## config.mk

```make
export PLATFORM = sky130hd
export DESIGN_NAME = pb_ctrl_bank
export DESIGN_NICKNAME = d
export VERILOG_FILES = /design/src/rtl/pb_ctrl_defs.sv /design/src/rtl/pb_channel.sv /design/src/rtl/pb_ctrl_bank.sv
export SDC_FILE = /design/constraint.sdc
export NUM_CORES = 1
export LEC_CHECK = 0
export ABC_AREA = 1
export CORE_MARGIN = 2
export CORE_UTILIZATION = 61
export DETAILED_ROUTE_END_ITERATION = 10
export HOLD_SLACK_MARGIN = 0.08
export PLACE_DENSITY = 0.8
export SETUP_SLACK_MARGIN = 0.02
export SYNTH_ARGS = -nofsm -noshare
export SYNTH_HDL_FRONTEND = slang
export SYNTH_HIERARCHICAL = 1
export SYNTH_SLANG_ARGS = --single-unit
```

## constraint.sdc

```tcl
create_clock -name clk -period 1.7 [get_ports clk]
set_input_delay 0.255 -clock clk [delete_from_list [all_inputs] [get_ports clk]]
set_output_delay 0.255 -clock clk [all_outputs]
set_load 0.02 [all_outputs]
```

## src/rtl/pb_ctrl_defs.sv

```systemverilog
// Shared definitions for the push-button controller bank.
// Holds the per-channel FSM encoding, default parameter values and the
// per-channel output payload type used between pb_channel and pb_ctrl_bank.
package pb_ctrl_defs;

   localparam int unsigned DEF_N_CH       = 2;
   localparam int unsigned DEF_SAMPLE_DIV = 1000000;
   localparam int unsigned DEF_DEB_LEN    = 4;
   localparam int unsigned DEF_LONG_CNT   = 200;

   typedef enum logic [1:0] {
      ST_IDLE    = 2'd0,
      ST_PRESSED = 2'd1,
      ST_LONG    = 2'd2
   } pb_state_e;

   // Registered outputs of one channel
   typedef struct packed {
      logic deb;
      logic short_p;
      logic long_p;
      logic cen;
   } pb_ch_out_t;

endpackage

```

## src/rtl/pb_channel.sv

```systemverilog
// One push-button channel: 2-flop synchroniser, tick-sampled debounce
// history, IDLE/PRESSED/LONG press FSM with saturating hold counter, and
// the run/pause flag toggled by short presses.
// Ports:
//   clk_i   system clock
//   rst_ni  asynchronous active-low reset
//   tick_i  one-clk sample strobe from the shared divider
//   pb_i    raw asynchronous button input, active high
//   ch_o    registered channel outputs (debounced level, pulses, enable)
module pb_channel
   import pb_ctrl_defs::*;
#(
   parameter int unsigned DEB_LEN  = DEF_DEB_LEN,
   parameter int unsigned LONG_CNT = DEF_LONG_CNT
) (
   input  logic       clk_i,
   input  logic       rst_ni,
   input  logic       tick_i,
   input  logic       pb_i,
   output pb_ch_out_t ch_o
);

   localparam int unsigned CNT_W = $clog2(LONG_CNT + 1);

   logic [1:0]         sync_q;
   logic [DEB_LEN-1:0] hist_q, hist_d;
   logic               deb_q, deb_d;
   pb_state_e          state_q, state_d;
   logic [CNT_W-1:0]   hold_q, hold_d;
   logic               short_q, short_d;
   logic               long_q, long_d;
   logic               cen_q, cen_d;
   logic               hold_last_c;

   // Last tick before the hold qualifies as long
   assign hold_last_c = tick_i && (hold_q == CNT_W'(LONG_CNT - 1));

   // Synchroniser, debounce and datapath registers
   always_ff @(posedge clk_i or negedge rst_ni) begin
      if (!rst_ni) begin
         sync_q  <= '0;
         hist_q  <= '0;
         deb_q   <= 1'b0;
         hold_q  <= '0;
         short_q <= 1'b0;
         long_q  <= 1'b0;
         cen_q   <= 1'b0;
      end else begin
         sync_q  <= {sync_q[0], pb_i};
         hist_q  <= hist_d;
         deb_q   <= deb_d;
         hold_q  <= hold_d;
         short_q <= short_d;
         long_q  <= long_d;
         cen_q   <= cen_d;
      end
   end

   // Debounce: level changes only when the whole history agrees
   always_comb begin
      hist_d = hist_q;
      deb_d  = deb_q;
      if (tick_i) begin
         hist_d = {hist_q[DEB_LEN-2:0], sync_q[1]};
         if (&hist_d) begin
            deb_d = 1'b1;
         end else if (~|hist_d) begin
            deb_d = 1'b0;
         end
      end
   end

   // FSM state register
   always_ff @(posedge clk_i or negedge rst_ni) begin
      if (!rst_ni) begin
         state_q <= ST_IDLE;
      end else begin
         state_q <= state_d;
      end
   end

   // FSM next state; a debounced edge wins over a coincident tick
   always_comb begin
      state_d = state_q;
      unique case (state_q)
         ST_IDLE: begin
            if (deb_q) state_d = ST_PRESSED;
         end
         ST_PRESSED: begin
            if (!deb_q) begin
               state_d = ST_IDLE;
            end else if (hold_last_c) begin
               state_d = ST_LONG;
            end
         end
         ST_LONG: begin
            if (!deb_q) state_d = ST_IDLE;
         end
         default: state_d = ST_IDLE;
      endcase
   end

   // FSM outputs: hold counter, pulses and run/pause flag
   always_comb begin
      hold_d  = hold_q;
      short_d = 1'b0;
      long_d  = 1'b0;
      cen_d   = cen_q;
      unique case (state_q)
         ST_IDLE: begin
            if (deb_q) hold_d = '0;
         end
         ST_PRESSED: begin
            if (!deb_q) begin
               short_d = 1'b1;
               cen_d   = ~cen_q;
            end else if (tick_i && (hold_q < CNT_W'(LONG_CNT))) begin
               hold_d = hold_q + CNT_W'(1);
               if (hold_last_c) begin
                  long_d = 1'b1;
                  cen_d  = 1'b0;
               end
            end
         end
         default: ;
      endcase
   end

   assign ch_o.deb     = deb_q;
   assign ch_o.short_p = short_q;
   assign ch_o.long_p  = long_q;
   assign ch_o.cen     = cen_q;

endmodule

```

## src/rtl/pb_ctrl_bank.sv

```systemverilog
// Bank of N_CH independent push-button controllers sharing one sample
// tick divider.
// Ports:
//   clk           system clock
//   reset         asynchronous active-low reset
//   pb_in         raw button inputs, active high, asynchronous
//   pb_deb        debounced level per channel
//   short_pulse   one-clk pulse per short press, at release
//   long_pulse    one-clk pulse when a hold reaches LONG_CNT ticks
//   count_enable  per-channel run/pause flag
module pb_ctrl_bank
   import pb_ctrl_defs::*;
#(
   parameter int unsigned N_CH       = DEF_N_CH,
   parameter int unsigned SAMPLE_DIV = DEF_SAMPLE_DIV,
   parameter int unsigned DEB_LEN    = DEF_DEB_LEN,
   parameter int unsigned LONG_CNT   = DEF_LONG_CNT
) (
   input  logic            clk,
   input  logic            reset,
   input  logic [N_CH-1:0] pb_in,
   output logic [N_CH-1:0] pb_deb,
   output logic [N_CH-1:0] short_pulse,
   output logic [N_CH-1:0] long_pulse,
   output logic [N_CH-1:0] count_enable
);

   localparam int unsigned DIV_W = (SAMPLE_DIV > 1) ? $clog2(SAMPLE_DIV) : 1;

   logic [DIV_W-1:0] div_q, div_d;
   logic             tick_q, tick_d;
   logic             div_wrap_c;

   assign div_wrap_c = (div_q == DIV_W'(SAMPLE_DIV - 1));

   // Shared sample divider; tick is registered and lasts one clk
   always_comb begin
      div_d  = div_wrap_c ? '0 : div_q + DIV_W'(1);
      tick_d = div_wrap_c;
   end

   always_ff @(posedge clk or negedge reset) begin
      if (!reset) begin
         div_q  <= '0;
         tick_q <= 1'b0;
      end else begin
         div_q  <= div_d;
         tick_q <= tick_d;
      end
   end

   pb_ch_out_t ch_out [N_CH];

   for (genvar g = 0; g < N_CH; g++) begin : g_ch
      pb_channel #(
         .DEB_LEN  (DEB_LEN),
         .LONG_CNT (LONG_CNT)
      ) u_ch (
         .clk_i  (clk),
         .rst_ni (reset),
         .tick_i (tick_q),
         .pb_i   (pb_in[g]),
         .ch_o   (ch_out[g])
      );

      assign pb_deb[g]       = ch_out[g].deb;
      assign short_pulse[g]  = ch_out[g].short_p;
      assign long_pulse[g]   = ch_out[g].long_p;
      assign count_enable[g] = ch_out[g].cen;
   end

endmodule

```

==> results.cfg <==
[global_route]
grtUsageMet2_pct = 35.4
grt_max_degree = 60
overflow = 0
grt_use_met1_pct = 28.7
grt_pass1_wl_um = 10300
use_met3_pct = 5.65
antenna_found_initial = 0
grt_pass1_vias = 2369
grtUsageTotal_pct = 21.8
grt-busiest-layer = met2

[pwr]
pwr_density_cell_nw_per_um2 = 748
peakVddDrop_mv = 0.485
power_leakage_uw = 0.00188

[floorplanning]
num_io_pins = 12
core_um2 = 5110
fp-row-count = 26
die-width_um = 76.8
die_h_um = 76.8
die-area_um2 = 5900
start_util_pct = 63.3

[critical_path]
crit_path_max_incr_delay_ns = 0.61
crit_type = flop to output pin
r2r_start = div_q[0]$_DFF_PN0_
crit_fanout = 2
worstPathArrival_ns = 1.30
cp-start-kind = flop
crit_path_start = g_ch[1].u_ch/cen_q$_DFFE_PN0P_
critPathCaptureType = output pin
cp_top_family = buffers and inverters
cp_data_required_time_ns = 1.44
cpMaxStageDelayCell = clkdlybuf4s50_1
path_buf_inv = 1
crit_chain = clkdlybuf4s50_1

[sta]
hold_violations = 0
period_share_pct = 91.6
drv_slew = 0
finalSetupTns_ns = 0
setup_viol = 0
grt_setup_unrepaired = false
skew_ns = 0.00569
period_needed_ns = 1.56
worst_pin_slew_ns = 0.338
max_freq_mhz = 642
max_slew_margin_pct = 77.5

[cells_and_area]
drive_gt1_share_pct = 15.3
finish.instance_area_um2 = 3590
antenna_cells = 0
syn2layout_area_growth_pct = 11.2
final_nets = 419

[synth]
syn_nets = 402
avgSynthCellArea_um2 = 8.18
synth_common_cells = nand2_1 (89), dfrtp_1 (59), inv_1 (53), nor2_1 (50), nand3_1 (25)
syn_area_um2 = 3230
synth.largest_area_cell = dfrtp_1
async_reset_ff_share_pct = 100
synth_edf_count = 0
synth_seq_cells = 59
seq_area_frac_synth_pct = 45.7
netlist.area_leader.share_pct = 45.7
yosys-top-cells-area = dfrtp_1 (46%), nand2_1 (10%), inv_1 (6.2%), nor2_1 (5.8%), nand3_1 (3.9%)
ys.flop_type = dfrtp_1
ys_warn_count = 6
synth.most_common_cell = nand2_1
synthCells = 395
ys_types = 28

[run_status]
status = complete, no violations

[placed_design]
io_buffers = 11
hpwl_um = 4130
gp_congestion = 0.899
postPlaceCellArea_um2 = 3390

[clock_tree]
cts_tree = built
clockBufferDepth = 2
clk_pin_slew_ns = 0.07
cts_made_buffers = 9
cts-root-buf = clkbuf_8
clock-sinks = 59
clk-insertion-delay-late_ns = 0.33
htree_num_levels = 3

[drt]
dr.first_iter.drc_count = 136
routed_wl_um = 5650
viasPerCell = 5.06
drtAntennaViolNets = 0
dr.pass1.iters = 4
drc = 0
num_vias = 2465
avgRoutedWirePerCell_um = 11.6

[hold_path]
holdCritStartpoint = g_ch[0].u_ch/sync_q[0]$_DFF_PN0_
hold_class = flop to flop

[run]
drv_cap = 0
final timing paths:
kind,end,slack [ns],depth (start not counted)
setup / recovery,count_enable[1],0.14,1
hold / removal,g_ch[0].u_ch/sync_q[1]$_DFF_PN0_,0.34,0
setup reg to reg,div_q[18]$_DFF_PN0_,0.29,8
hold reg to reg,g_ch[0].u_ch/sync_q[1]$_DFF_PN0_,0.34,0
max in group asynchronous,div_q[11]$_DFF_PN0_,0.99,3
min in group asynchronous,g_ch[0].u_ch/long_q$_DFF_PN0_,0.46,3
metal layers:
layer / vias to the layer above / share of wire (%) / routed length, um
met5: - / 0 / 0
met4: 0 / 0.94 / 53
met3: 6 / 3.2 / 179
met2: 30 / 48 / 2710
met1: 1158 / 48 / 2710
li1: 1271 / - / -
cell families (layout without fill, tap and decap cells):
group	count (synthesis)	in the layout	share of synthesized area (%)
DFF	59	59	45.7
AOI/OAI and AO/OA	26	26	5.26
and+or+nand+nor	227	227	35.8
xor gates and xnor gates	12	12	3.25
buffers and inverters	68	90	8.83
adders and majority gates	3	3	1.16
stage by stage:
| step | hold slack, ns | utilization, % | cells | power (uW) | worst slack, ns |
|---|---|---|---|---|---|
| floorplan | -0.0406 | - | 395 | 1440 | 0.468 |
| global placement | 0.281 | 66.4 | 470 | 1480 | 0.356 |
| detailed placement | 0.279 | 66.4 | 470 | 1480 | 0.313 |
| CTS | 0.348 | 70.4 | 487 | 2720 | 0.112 |
| finish | 0.344 | 70.4 | 487 | 2690 | 0.142 |
| global route | 0.360 | 70.4 | 487 | 2790 | 0.0967 |
layout make-up:
cell class              instances  area [um^2]
fillers                       421         1510
flip-flops and latches         59         1480
multi-input cells             268         1470
inverters                      60          225
clock buffers                  11          141
repair buffers                 14          140
well taps                      70         87.6
clock inverters                 5         52.6
worst reg2reg max path: stages, from the launching register on:
cell	delay, ns
dfrtp_1	0.37
ha_1	0.24
nand2_1	0.09
nor2_2	0.15
nand2_2	0.11
nor2_2	0.14
nand3_1	0.09
nand2_1	0.06
nor2_1	0.04
power breakdown:
part           internal [uW]  leakage, uW  switching [uW]
Combinational           11.3     0.000979            27.0
Sequential              1410     0.000801            2.07
Clock                    709    0.0000991             531
Total                   2130      0.00188             560
cells in the final DEF (no fill, tap or decap), types with 5 or more instances in the layout:
master / instances
a21oi_1: 7
clkbuf_8: 10
clkdlybuf4s50_1: 8
dfrtp_1: 59
inv_1: 53
inv_2: 7
nand2_1: 89
nand2_2: 12
nand2_4: 5
nand3_1: 25
nand3_2: 5
nand4_1: 14
nor2_1: 50
nor2_2: 5
nor2_4: 7
nor3_1: 6
o21ai_0: 5
o21ai_1: 6
xor2_1: 12
timing repair:
action | CTS | global route
setup endpoints to repair | 2 | 0
hold endpoints to repair | 59 | 0
gates resized for setup | 2 | 0
hold buffers | 1 | 0
buffers inserted | 0 | 0
sequential cells by signal, summed over array words and instances (netlist names):
register and flops:
g_ch.u_ch/sync_q 4, div_q 20, g_ch.u_ch/deb_q 2, tick_q 1, g_ch.u_ch/hold_q 16, g_ch.u_ch/short_q 2
g_ch.u_ch/long_q 2, g_ch.u_ch/cen_q 2, g_ch.u_ch/state_q 4, g_ch.u_ch/hist_q 6
Note: power is estimated with default switching activity, not from simulation.
